<file path="config.mk">
export PLATFORM = sky130hd
export DESIGN_NAME = dmem_arbiter_flat
export DESIGN_NICKNAME = d
export VERILOG_FILES = /design/src/rtl/dmem_arbiter_if.sv /design/src/rtl/dmem_arbiter.sv /design/src/flat_wrapper.sv
export SDC_FILE = /design/constraint.sdc
export NUM_CORES = 1
export LEC_CHECK = 0
export ABC_AREA = 1
export CORE_MARGIN = 5
export CORE_UTILIZATION = 40
export CTS_BUF_LIST = sky130_fd_sc_hd__clkbuf_16
export DETAILED_ROUTE_END_ITERATION = 10
export PLACE_DENSITY = 0.86
export SYNTH_ARGS = -nofsm -noshare
export SYNTH_HDL_FRONTEND = slang
export SYNTH_SLANG_ARGS = --single-unit
</file>
<file path="constraint.sdc">
create_clock -name Clk -period 1.5 [get_ports Clk]
set_clock_uncertainty 0.1 [all_clocks]
set_input_delay 0.3 -clock Clk [delete_from_list [all_inputs] [get_ports Clk]]
set_output_delay 0.3 -clock Clk [all_outputs]
set_load 0.05 [all_outputs]
</file>
<file path="src/rtl/dmem_arbiter_if.sv">
// Bus bundle between two data-memory requesters, the arbiter and the data memory.
// The slave modport is the arbiter's view; the master modport is the requester/memory side.
interface dmem_arbiter_if #(
    parameter int DATA_WIDTH = 32,
    parameter int ADDR_WIDTH = 32
);
    logic                  Req0;
    logic                  Req1;
    logic                  We0;
    logic                  We1;
    logic [ADDR_WIDTH-1:0] Addr0;
    logic [ADDR_WIDTH-1:0] Addr1;
    logic [DATA_WIDTH-1:0] WData0;
    logic [DATA_WIDTH-1:0] WData1;
    logic                  Gnt0;
    logic                  Gnt1;
    logic                  RValid0;
    logic                  RValid1;
    logic [DATA_WIDTH-1:0] RData0;
    logic [DATA_WIDTH-1:0] RData1;
    logic [ADDR_WIDTH-1:0] MemAddr;
    logic [DATA_WIDTH-1:0] MemWriteData;
    logic                  MemWrite;
    logic                  MemRead;
    logic [DATA_WIDTH-1:0] MemDataRead;
    logic                  Busy;

    modport slave (
        input  Req0, Req1, We0, We1, Addr0, Addr1, WData0, WData1, MemDataRead,
        output Gnt0, Gnt1, RValid0, RValid1, RData0, RData1,
               MemAddr, MemWriteData, MemWrite, MemRead, Busy
    );

    modport master (
        output Req0, Req1, We0, We1, Addr0, Addr1, WData0, WData1, MemDataRead,
        input  Gnt0, Gnt1, RValid0, RValid1, RData0, RData1,
               MemAddr, MemWriteData, MemWrite, MemRead, Busy
    );
endinterface

</file>
<file path="src/rtl/dmem_arbiter.sv">
// Two-port round-robin arbiter in front of a single-ported data memory (port 0 CPU, port 1 DMA).
// Each accepted access takes one ACCESS cycle; reads return registered data on the following cycle.
module dmem_arbiter #(
    parameter int DATA_WIDTH = 32,
    parameter int ADDR_WIDTH = 32
) (
    input  logic            Clk,
    input  logic            Reset,
    dmem_arbiter_if.slave   bus
);

    typedef enum logic [0:0] {
        IDLE   = 1'b0,
        ACCESS = 1'b1
    } state_t;

    state_t                state_r;
    state_t                state_next_s;
    logic                  grant_s;
    logic                  winner_s;
    logic                  last_gnt_r;
    logic                  port_r;
    logic                  we_r;
    logic [ADDR_WIDTH-1:0] addr_r;
    logic [DATA_WIDTH-1:0] wdata_r;
    logic                  rvalid0_r;
    logic                  rvalid1_r;
    logic [DATA_WIDTH-1:0] rdata0_r;
    logic [DATA_WIDTH-1:0] rdata1_r;
    logic                  access_s;
    logic                  read_done0_s;
    logic                  read_done1_s;

    // FSM state register
    always_ff @(posedge Clk) begin
        if (Reset) begin
            state_r <= IDLE;
        end else begin
            state_r <= state_next_s;
        end
    end

    // Next state and round-robin winner selection; ties go to the port not granted last
    always_comb begin
        state_next_s = state_r;
        grant_s      = 1'b0;
        winner_s     = 1'b0;
        case (state_r)
            IDLE: begin
                if (bus.Req0 && bus.Req1) begin
                    grant_s      = 1'b1;
                    winner_s     = ~last_gnt_r;
                    state_next_s = ACCESS;
                end else if (bus.Req0 || bus.Req1) begin
                    grant_s      = 1'b1;
                    winner_s     = bus.Req1;
                    state_next_s = ACCESS;
                end else begin
                    state_next_s = IDLE;
                end
            end
            ACCESS: begin
                state_next_s = IDLE;
            end
            default: begin
                state_next_s = IDLE;
            end
        endcase
    end

    // Latch the winning command and remember who won
    always_ff @(posedge Clk) begin
        if (Reset) begin
            last_gnt_r <= 1'b1;
            port_r     <= 1'b0;
            we_r       <= 1'b0;
            addr_r     <= '0;
            wdata_r    <= '0;
        end else if (grant_s) begin
            last_gnt_r <= winner_s;
            port_r     <= winner_s;
            we_r       <= winner_s ? bus.We1    : bus.We0;
            addr_r     <= winner_s ? bus.Addr1  : bus.Addr0;
            wdata_r    <= winner_s ? bus.WData1 : bus.WData0;
        end
    end

    assign access_s     = (state_r == ACCESS);
    assign read_done0_s = access_s && !we_r && !port_r;
    assign read_done1_s = access_s && !we_r &&  port_r;

    // Capture read data at the end of a read ACCESS; a reset in that cycle aborts the return
    always_ff @(posedge Clk) begin
        if (Reset) begin
            rvalid0_r <= 1'b0;
            rvalid1_r <= 1'b0;
            rdata0_r  <= '0;
            rdata1_r  <= '0;
        end else begin
            rvalid0_r <= read_done0_s;
            rvalid1_r <= read_done1_s;
            if (read_done0_s) begin
                rdata0_r <= bus.MemDataRead;
            end
            if (read_done1_s) begin
                rdata1_r <= bus.MemDataRead;
            end
        end
    end

    // Strobes are masked by Reset so an aborted write never reaches memory
    assign bus.MemWrite     = access_s &&  we_r && !Reset;
    assign bus.MemRead      = access_s && !we_r && !Reset;
    assign bus.MemAddr      = addr_r;
    assign bus.MemWriteData = wdata_r;
    assign bus.Busy         = access_s;
    assign bus.Gnt0         = access_s && !port_r;
    assign bus.Gnt1         = access_s &&  port_r;
    assign bus.RValid0      = rvalid0_r;
    assign bus.RValid1      = rvalid1_r;
    assign bus.RData0       = rdata0_r;
    assign bus.RData1       = rdata1_r;

endmodule

</file>
<file path="src/flat_wrapper.sv">
// flat-port wrapper written by rule: the top's interface ports become plain ports
module dmem_arbiter_flat 
#(
    parameter int DATA_WIDTH = 32,
    parameter int ADDR_WIDTH = 32
)
  (Clk, Reset, bus_Req0, bus_Req1, bus_We0, bus_We1, bus_Addr0, bus_Addr1, bus_WData0, bus_WData1, bus_MemDataRead, bus_Gnt0, bus_Gnt1, bus_RValid0, bus_RValid1, bus_RData0, bus_RData1, bus_MemAddr, bus_MemWriteData, bus_MemWrite, bus_MemRead, bus_Busy);
  dmem_arbiter_if #(.DATA_WIDTH(DATA_WIDTH), .ADDR_WIDTH(ADDR_WIDTH)) bus_i ();
  input  logic Clk;
  input  logic Reset;
  input wire logic [$bits(bus_i.Req0)-1:0] bus_Req0;
  input wire logic [$bits(bus_i.Req1)-1:0] bus_Req1;
  input wire logic [$bits(bus_i.We0)-1:0] bus_We0;
  input wire logic [$bits(bus_i.We1)-1:0] bus_We1;
  input wire logic [$bits(bus_i.Addr0)-1:0] bus_Addr0;
  input wire logic [$bits(bus_i.Addr1)-1:0] bus_Addr1;
  input wire logic [$bits(bus_i.WData0)-1:0] bus_WData0;
  input wire logic [$bits(bus_i.WData1)-1:0] bus_WData1;
  input wire logic [$bits(bus_i.MemDataRead)-1:0] bus_MemDataRead;
  output wire logic [$bits(bus_i.Gnt0)-1:0] bus_Gnt0;
  output wire logic [$bits(bus_i.Gnt1)-1:0] bus_Gnt1;
  output wire logic [$bits(bus_i.RValid0)-1:0] bus_RValid0;
  output wire logic [$bits(bus_i.RValid1)-1:0] bus_RValid1;
  output wire logic [$bits(bus_i.RData0)-1:0] bus_RData0;
  output wire logic [$bits(bus_i.RData1)-1:0] bus_RData1;
  output wire logic [$bits(bus_i.MemAddr)-1:0] bus_MemAddr;
  output wire logic [$bits(bus_i.MemWriteData)-1:0] bus_MemWriteData;
  output wire logic [$bits(bus_i.MemWrite)-1:0] bus_MemWrite;
  output wire logic [$bits(bus_i.MemRead)-1:0] bus_MemRead;
  output wire logic [$bits(bus_i.Busy)-1:0] bus_Busy;
  assign bus_i.Req0 = bus_Req0;
  assign bus_i.Req1 = bus_Req1;
  assign bus_i.We0 = bus_We0;
  assign bus_i.We1 = bus_We1;
  assign bus_i.Addr0 = bus_Addr0;
  assign bus_i.Addr1 = bus_Addr1;
  assign bus_i.WData0 = bus_WData0;
  assign bus_i.WData1 = bus_WData1;
  assign bus_i.MemDataRead = bus_MemDataRead;
  assign bus_Gnt0 = bus_i.Gnt0;
  assign bus_Gnt1 = bus_i.Gnt1;
  assign bus_RValid0 = bus_i.RValid0;
  assign bus_RValid1 = bus_i.RValid1;
  assign bus_RData0 = bus_i.RData0;
  assign bus_RData1 = bus_i.RData1;
  assign bus_MemAddr = bus_i.MemAddr;
  assign bus_MemWriteData = bus_i.MemWriteData;
  assign bus_MemWrite = bus_i.MemWrite;
  assign bus_MemRead = bus_i.MemRead;
  assign bus_Busy = bus_i.Busy;
  dmem_arbiter #(.DATA_WIDTH(DATA_WIDTH), .ADDR_WIDTH(ADDR_WIDTH)) u_core (.Clk(Clk), .Reset(Reset), .bus(bus_i));
endmodule
</file>
==> impl_metrics.csv, run 1 <==
group,metric,value,unit
synth,synth_area,5913,um^2
route,wl,25.81,mm
power,finalPower,12.48,mW
grt,grt_most_used_layer,"met2",
grt,grt_pass1_wl,37.51,mm
route,drt_first_pass_iters,5,
finish,final_common_cell,"nor2_1",
synth,synth-seq-cells,134,
power,intPower,8.406,mW
finish,layout-drive-gt1-share,19.73,%
clock_network,h-tree-depth,4,
synth,ys_warn_count,0,
power,p_per_area,1082,nW/um^2
route,remaining_drc_errors,0,
hold_path,hold_class,"input port to flop",
floorplanning,die_w,131.6,um
route,via_per_inst,5.418,
floorplanning,io_pins,301,
power,seqPwrFrac,33.1,%
grt,grt_use_total,26.58,%
worst_setup_path,required,1.10,ns
worst_setup_path,startpoint_type,"flop",
grt,grt_util_met3,8.142,%
sta,final-max-slew-violation-count,0,
synth,syn_inst,875,
synth,syn-num-nets,1041,
finish,fin_util,79.36,%
floorplanning,start_util,40.69,%
clock_network,cts_buffers,17,
synth,synthDistinctLibCells,16,
grt,grt-ovfl-total,0,
clock_network,clk_latency,0.41,ns
worst_setup_path,critPathArrivalTime,1.19,ns
route,num_vias,7428,
route,first_iter_violations,561,
hold_path,holdPathStages,2,
clock_network,root_buffer,"clkbuf_16",
power,netSwitchingPower,4.071,mW
route,drtAntennaViolNets,0,
clock_network,clock_path_buffers,2,
sta,tightest_slew,0.3854,ns
power,comb_power_share,32.0,%
worst_setup_path,critPathCaptureType,"primary output",
worst_setup_path,r2r_end,"u_core.bus.MemAddr[4]",
placed_design,io_buffers,300,
sta,fin_ws,-0.09107,ns
worst_setup_path,worstPathMaxFanout,4,
sta,fmax,0.6285,GHz
hold_path,hp-start,"Reset",
floorplanning,fp-row-count,44,
clock_network,path_clk_slew,0.06,ns
grt,met1_usage,28.77,%
floorplanning,core-area,14530,um^2
outcome,status,"finished with violations",
floorplanning,die_h,131.6,um
finish,final_nets,1339,
power,p_clk_share,34.9,%
grt,grt_max_degree,57,
clock_network,cts_tree,"yes",
grt,antenna_found_initial,1,
finish,n_fill_cell,870,
power,ir_drop,0.7975,mV
synth,yosysSeqAreaShare,45.37,%
sta,grt_setup_unrepaired,"yes",
floorplanning,dieArea,17310,um^2
route,routedWlPerCell,18.83,um
hold_path,holdPathEnd,"u_core.bus.RData0[9]",
synth,post_synth.cell_area_avg,6.758,um^2
power,switching_share,32.63,%
clock_network,cts.sinks,134,
grt,grt_pass1_vias,7124,
clock_network,ctsHoldBuffers,0,
finish,area_growth,95.07,%
sta,finalCriticalPeriod,1.591,ns
placed_design,gp_congestion,0.8306,
worst_setup_path,timing.rr.start,"u_core.bus.Busy",
sta,finalSetupViolations,4,
sta,relSlewSlack,74.31,%
sta,period_share,106.1,%
finish,layout_common_cells,"nor2_1 (195), nand2_1 (166), clkdlybuf4s50_1 (163), buf_12 (144), dfxtp_1 (131)",
power,p_leak,5.281,nW
worst_setup_path,reg2regPathDepth,9,
placed_design,dpl.hpwl,16.92,mm
worst_setup_path,regToRegSetupSlack,-0.01,ns
sta,hold_violations,0,
grt,grt_use_met2,47.01,%
worst_setup_path,path_class,"flop to primary output",
placed_design,dp_slack,-0.3939,ns
job,maxCapViolCount,0,
outcome,violations,"negative setup slack",
==> registers in the layout (all words and copies together), names as in the netlist <==
| register | count |
|---|---|
| u_core.bus.RValid0 | 1 |
| u_core.bus.Busy | 1 |
| u_core.bus.MemWriteData | 32 |
| u_core.bus.RData0 | 32 |
| u_core.last_gnt_r | 1 |
| u_core.bus.RData1 | 32 |
| u_core.bus.MemAddr | 32 |
| u_core.bus.RValid1 | 1 |
| u_core.port_r | 1 |
| u_core.we_r | 1 |
==> routing by layer <==
layer  vias up  wire length (um)
met3        95              2538
met5         -                 0
met2       445             12970
met1      3476              9015
met4         0              1289
li1       3412                 -
==> metrics by stage <==
stage          cells  TNS, ns  instance area [um^2]  hold slack (ns)
2_1_floorplan    875  -0.2798                  5958           0.3287
3_3_place_gp    1314   -16.96                 10490           0.3750
3_5_place_dp    1314   -20.76                 10490           0.3881
4_1_cts         1353  -0.3189                 11210           0.1128
5_1_grt         1371  -0.8804                 11530           0.1362
6_report        1371  -0.2302                 11530           0.1299
==> cells in the mapped netlist <==
master    number  share of area [%]
nor2_1       197                 13
nand2_1      167                 11
dfxtp_1      134                 45
nand3_1      100                8.5
inv_1         68                4.3
nand4_1       65                6.9
a21oi_1       33                2.8
clkbuf_1      29                1.8
o21ai_0       28                2.4
buf_2         27                2.3
buf_4         10                1.3
buf_1          5               0.32
o21ai_1        5               0.42
inv_2          3               0.19
nor2_2         2               0.21
nor3_1         2               0.17
==> worst max-delay path: stages (launching register included) <==
cell,delay (ns)
dfxtp_4,0.38
inv_8,0.05
nor3_4,0.17
buf_6,0.19
==> timing repair <==
item,CTS,global route
gates resized for setup,10,20
cloned,1,11
setup endpoints to repair,4,75
pin swaps,4,4
setup buffers,6,6
==> final cells by class <==
cell class / count / area [um^2] / area share, %
Antenna cell: 1 / 2.502 / 0.02169
Clock inverter: 15 / 191.4 / 1.660
Tap cell: 184 / 230.2 / 1.996
Clock buffer: 17 / 425.4 / 3.688
Timing Repair Buffer: 350 / 5036 / 43.66
Sequential cell: 134 / 2691 / 23.33
Multi-Input combinational cell: 599 / 2679 / 23.22
Inverter: 71 / 279.0 / 2.419
==> cell families (layout without fill, tap and decap cells) <==
| family | Yosys count | count (layout) | synth area share, % |
|---|---|---|---|
| compound gates | 66 | 66 | 5.586 |
| buf+inv | 142 | 453 | 10.22 |
| flops | 134 | 134 | 45.37 |
| other cells | 0 | 1 | 0 |
| simple gates | 533 | 533 | 38.83 |
==> power groups by stage <==
stage	sequential, mW	combinational (mW)	clock, mW
6_report	4.13	4.00	4.35
5_1_grt	4.16	4.19	4.55
3_5_place_dp	4.20	3.69	0
3_3_place_gp	4.18	3.64	0
4_1_cts	4.13	3.77	4.39
2_1_floorplan	4.94	0.942	0
==> worst max-delay path by stage <==
stage,startpoint,end,slack [ns]
2_1_floorplan,u_core.bus.Busy,bus_MemRead,-0.15
6_report,u_core.bus.Busy,bus_MemWrite,-0.09
3_3_place_gp,bus_Req0,u_core.bus.MemAddr[12],-0.31
5_1_grt,u_core.bus.Busy,bus_MemWrite,-0.14
3_5_place_dp,bus_Req0,u_core.bus.MemAddr[9],-0.39
4_1_cts,u_core.bus.Busy,bus_Gnt0,-0.12
No activity file was read; power rests on OpenSTA's default activity.
==> run 2: changes to the inputs <==
--- a/config.mk
+++ b/config.mk
@@ -6,6 +6,7 @@
 export NUM_CORES = 1
 export LEC_CHECK = 0
 export ABC_AREA = 1
+export CORE_ASPECT_RATIO = 0.75
 export CORE_MARGIN = 5
 export CORE_UTILIZATION = 40
 export CTS_BUF_LIST = sky130_fd_sc_hd__clkbuf_16
==> run 2 against run 1 <==
Net effect: the flow still finishes with violations (negative setup slack); final cell count increased by 0.22%; via count decreased by 6.2%; combinational power decreased by 5%; highest routed layer unchanged; worst setup slack improved by 0.020 ns; count of clock-buffer cells in the layout unchanged; critical endpoint is now bus_Gnt0; non-clock buffer count decreased by 12; global-route usage decreased by 0.88 points; critical path type unchanged; die area increased by 0.15%.
==> impl_metrics.csv, run 2 (synthesis results as in run 1) <==
group,metric,value,unit
finish,fin_area,11320,um^2
power,p_clk_share,36.6,%
grt,grt_use_met2,45.21,%
floorplanning,die_h,115.3,um
finish,final_nets,1327,
grt,antenna_found_initial,0,
finish,final_common_cell,"nor2_1",
grt,met1_usage,28.98,%
route,drtAntennaViolNets,0,
power,comb_power_share,30.5,%
floorplanning,io_pins,301,
floorplanning,start_util,40.78,%
floorplanning,die_w,150.4,um
placed_design,place_inst,1329,
clock_network,h-tree-depth,4,
sta,finalSetupViolations,4,
worst_setup_path,critPathCaptureType,"primary output",
outcome,status,"finished with violations",
grt,grt_pass1_vias,6768,
route,num_vias,6964,
worst_setup_path,worstPathMaxFanout,4,
clock_network,cts_buffers,17,
power,p_leak,5.169,nW
placed_design,place_area,10470,um^2
floorplanning,dieArea,17340,um^2
clock_network,clk_latency,0.40,ns
sta,tns,-0.2137,ns
worst_setup_path,path_class,"flop to primary output",
sta,relSlewSlack,75.52,%
power,switching_share,32.14,%
worst_setup_path,startpoint_type,"flop",
finish,area_growth,91.51,%
grt,grt_use_total,25.70,%
sta,fin_ws,-0.07127,ns
sta,final-max-slew-violation-count,0,
sta,period_share,104.8,%
power,netSwitchingPower,4.017,mW
finish,antenna_cells,0,
worst_setup_path,max_stage_delay,0.38,ns
worst_setup_path,critPathArrivalTime,1.17,ns
floorplanning,fp-row-count,38,
floorplanning,core-area,14500,um^2
hold_path,hold_class,"input port to flop",
grt,grt_util_met3,8.195,%
power,ir_drop,0.7537,mV
finish,fin_util,78.09,%
power,p_per_area,1104,nW/um^2
sta,grt_setup_unrepaired,"yes",
sta,hold_violations,0,
finish,fin_cells,1374,
worst_setup_path,critPathSlowestCell,"dfxtp_4",
finish,layout-drive-gt1-share,18.82,%
worst_setup_path,required,1.10,ns
route,via_per_inst,5.068,
sta,finalCriticalPeriod,1.571,ns
grt,grt_max_degree,68,
placed_design,gp_congestion,0.7968,
sta,fmax,0.6364,GHz
outcome,violations,"negative setup slack",
finish,layout_common_cells,"nor2_1 (195), nand2_1 (166), clkdlybuf4s50_1 (163), buf_12 (140), dfxtp_1 (131)",
route,wl,23.92,mm
worst_setup_path,cp_top_family,"flip-flops",
route,first_iter_violations,509,
clock_network,root_buffer,"clkbuf_16",
grt,grt_pass1_wl,35.43,mm
clock_network,path_clk_slew,0.06,ns
placed_design,io_buffers,300,
worst_setup_path,crit_chain,"inv_8 -> nor2_4 -> buf_6 -> buf_12",
grt,grt_most_used_layer,"met2",
sta,tightest_slew,0.3672,ns
power,finalPower,12.50,mW
placed_design,dp_slack,-0.3234,ns
placed_design,dpl.hpwl,16.97,mm
power,intPower,8.482,mW
route,drt_first_pass_iters,5,
clock_network,ctsHoldBuffers,0,
grt,grt-ovfl-total,0,
route,routedWlPerCell,17.41,um
job,maxCapViolCount,0,
clock_network,cts.sinks,134,
worst_setup_path,crit_buf_inv,3,
sta,whs,0.1102,ns
power,seqPwrFrac,32.9,%
clock_network,clock_path_buffers,2,
route,remaining_drc_errors,0,
clock_network,cts_tree,"yes",
-- run 2: worst register-to-register path: stages (launching register included) --
cell     delay, ns
dfxtp_4       0.36
inv_8         0.08
buf_4         0.18
nand3_4       0.14
buf_12        0.20
nand2_1       0.09
nand3_1       0.10
nand2_1       0.08
inv_1         0.04
-- run 2: path summary, 6_finish.rpt --
| check | start | to | slack, ns | cells past startpoint |
|---|---|---|---|---|
| setup / recovery | u_core.bus.Busy | bus_Gnt0 | -0.07 | 4 |
| hold / removal | Reset | u_core.bus.RData0[23] | 0.11 | 2 |
| setup reg to reg | u_core.bus.Busy | u_core.bus.MemAddr[17] | 0.03 | 8 |
| hold reg to reg | u_core.port_r | u_core.port_r | 0.39 | 2 |
-- run 2: cell type report --
cell class / count / area, um^2
Clock buffer: 17 / 425.4
Multi-Input combinational cell: 599 / 2679
Tap cell: 200 / 250.2
Inverter: 71 / 284.0
Timing Repair Buffer: 338 / 4778
Sequential cell: 134 / 2691
Fill cell: 970 / 3177
Clock inverter: 15 / 216.5
-- run 2: power by group through the flow --
stage	logic, mW	clock network [mW]	registers [mW]
2_1_floorplan	0.942	0	4.94
5_1_grt	4.02	4.81	4.15
6_report	3.81	4.57	4.12
3_3_place_gp	3.62	0	4.17
3_5_place_dp	3.69	0	4.19
4_1_cts	3.73	4.65	4.12
-- run 2: timing repair --
item,4_1_cts,5_1_grt
gates resized for setup,14,12
buffers inserted,6,4
pin swaps,2,2
setup endpoints to repair,5,60
cloned,0,3
-- run 2: metal layers --
metal	up-vias	routed length, um
li1	3383	-
met1	3200	9065
met2	325	11690
met3	56	2321
met4	0	845
met5	-	0
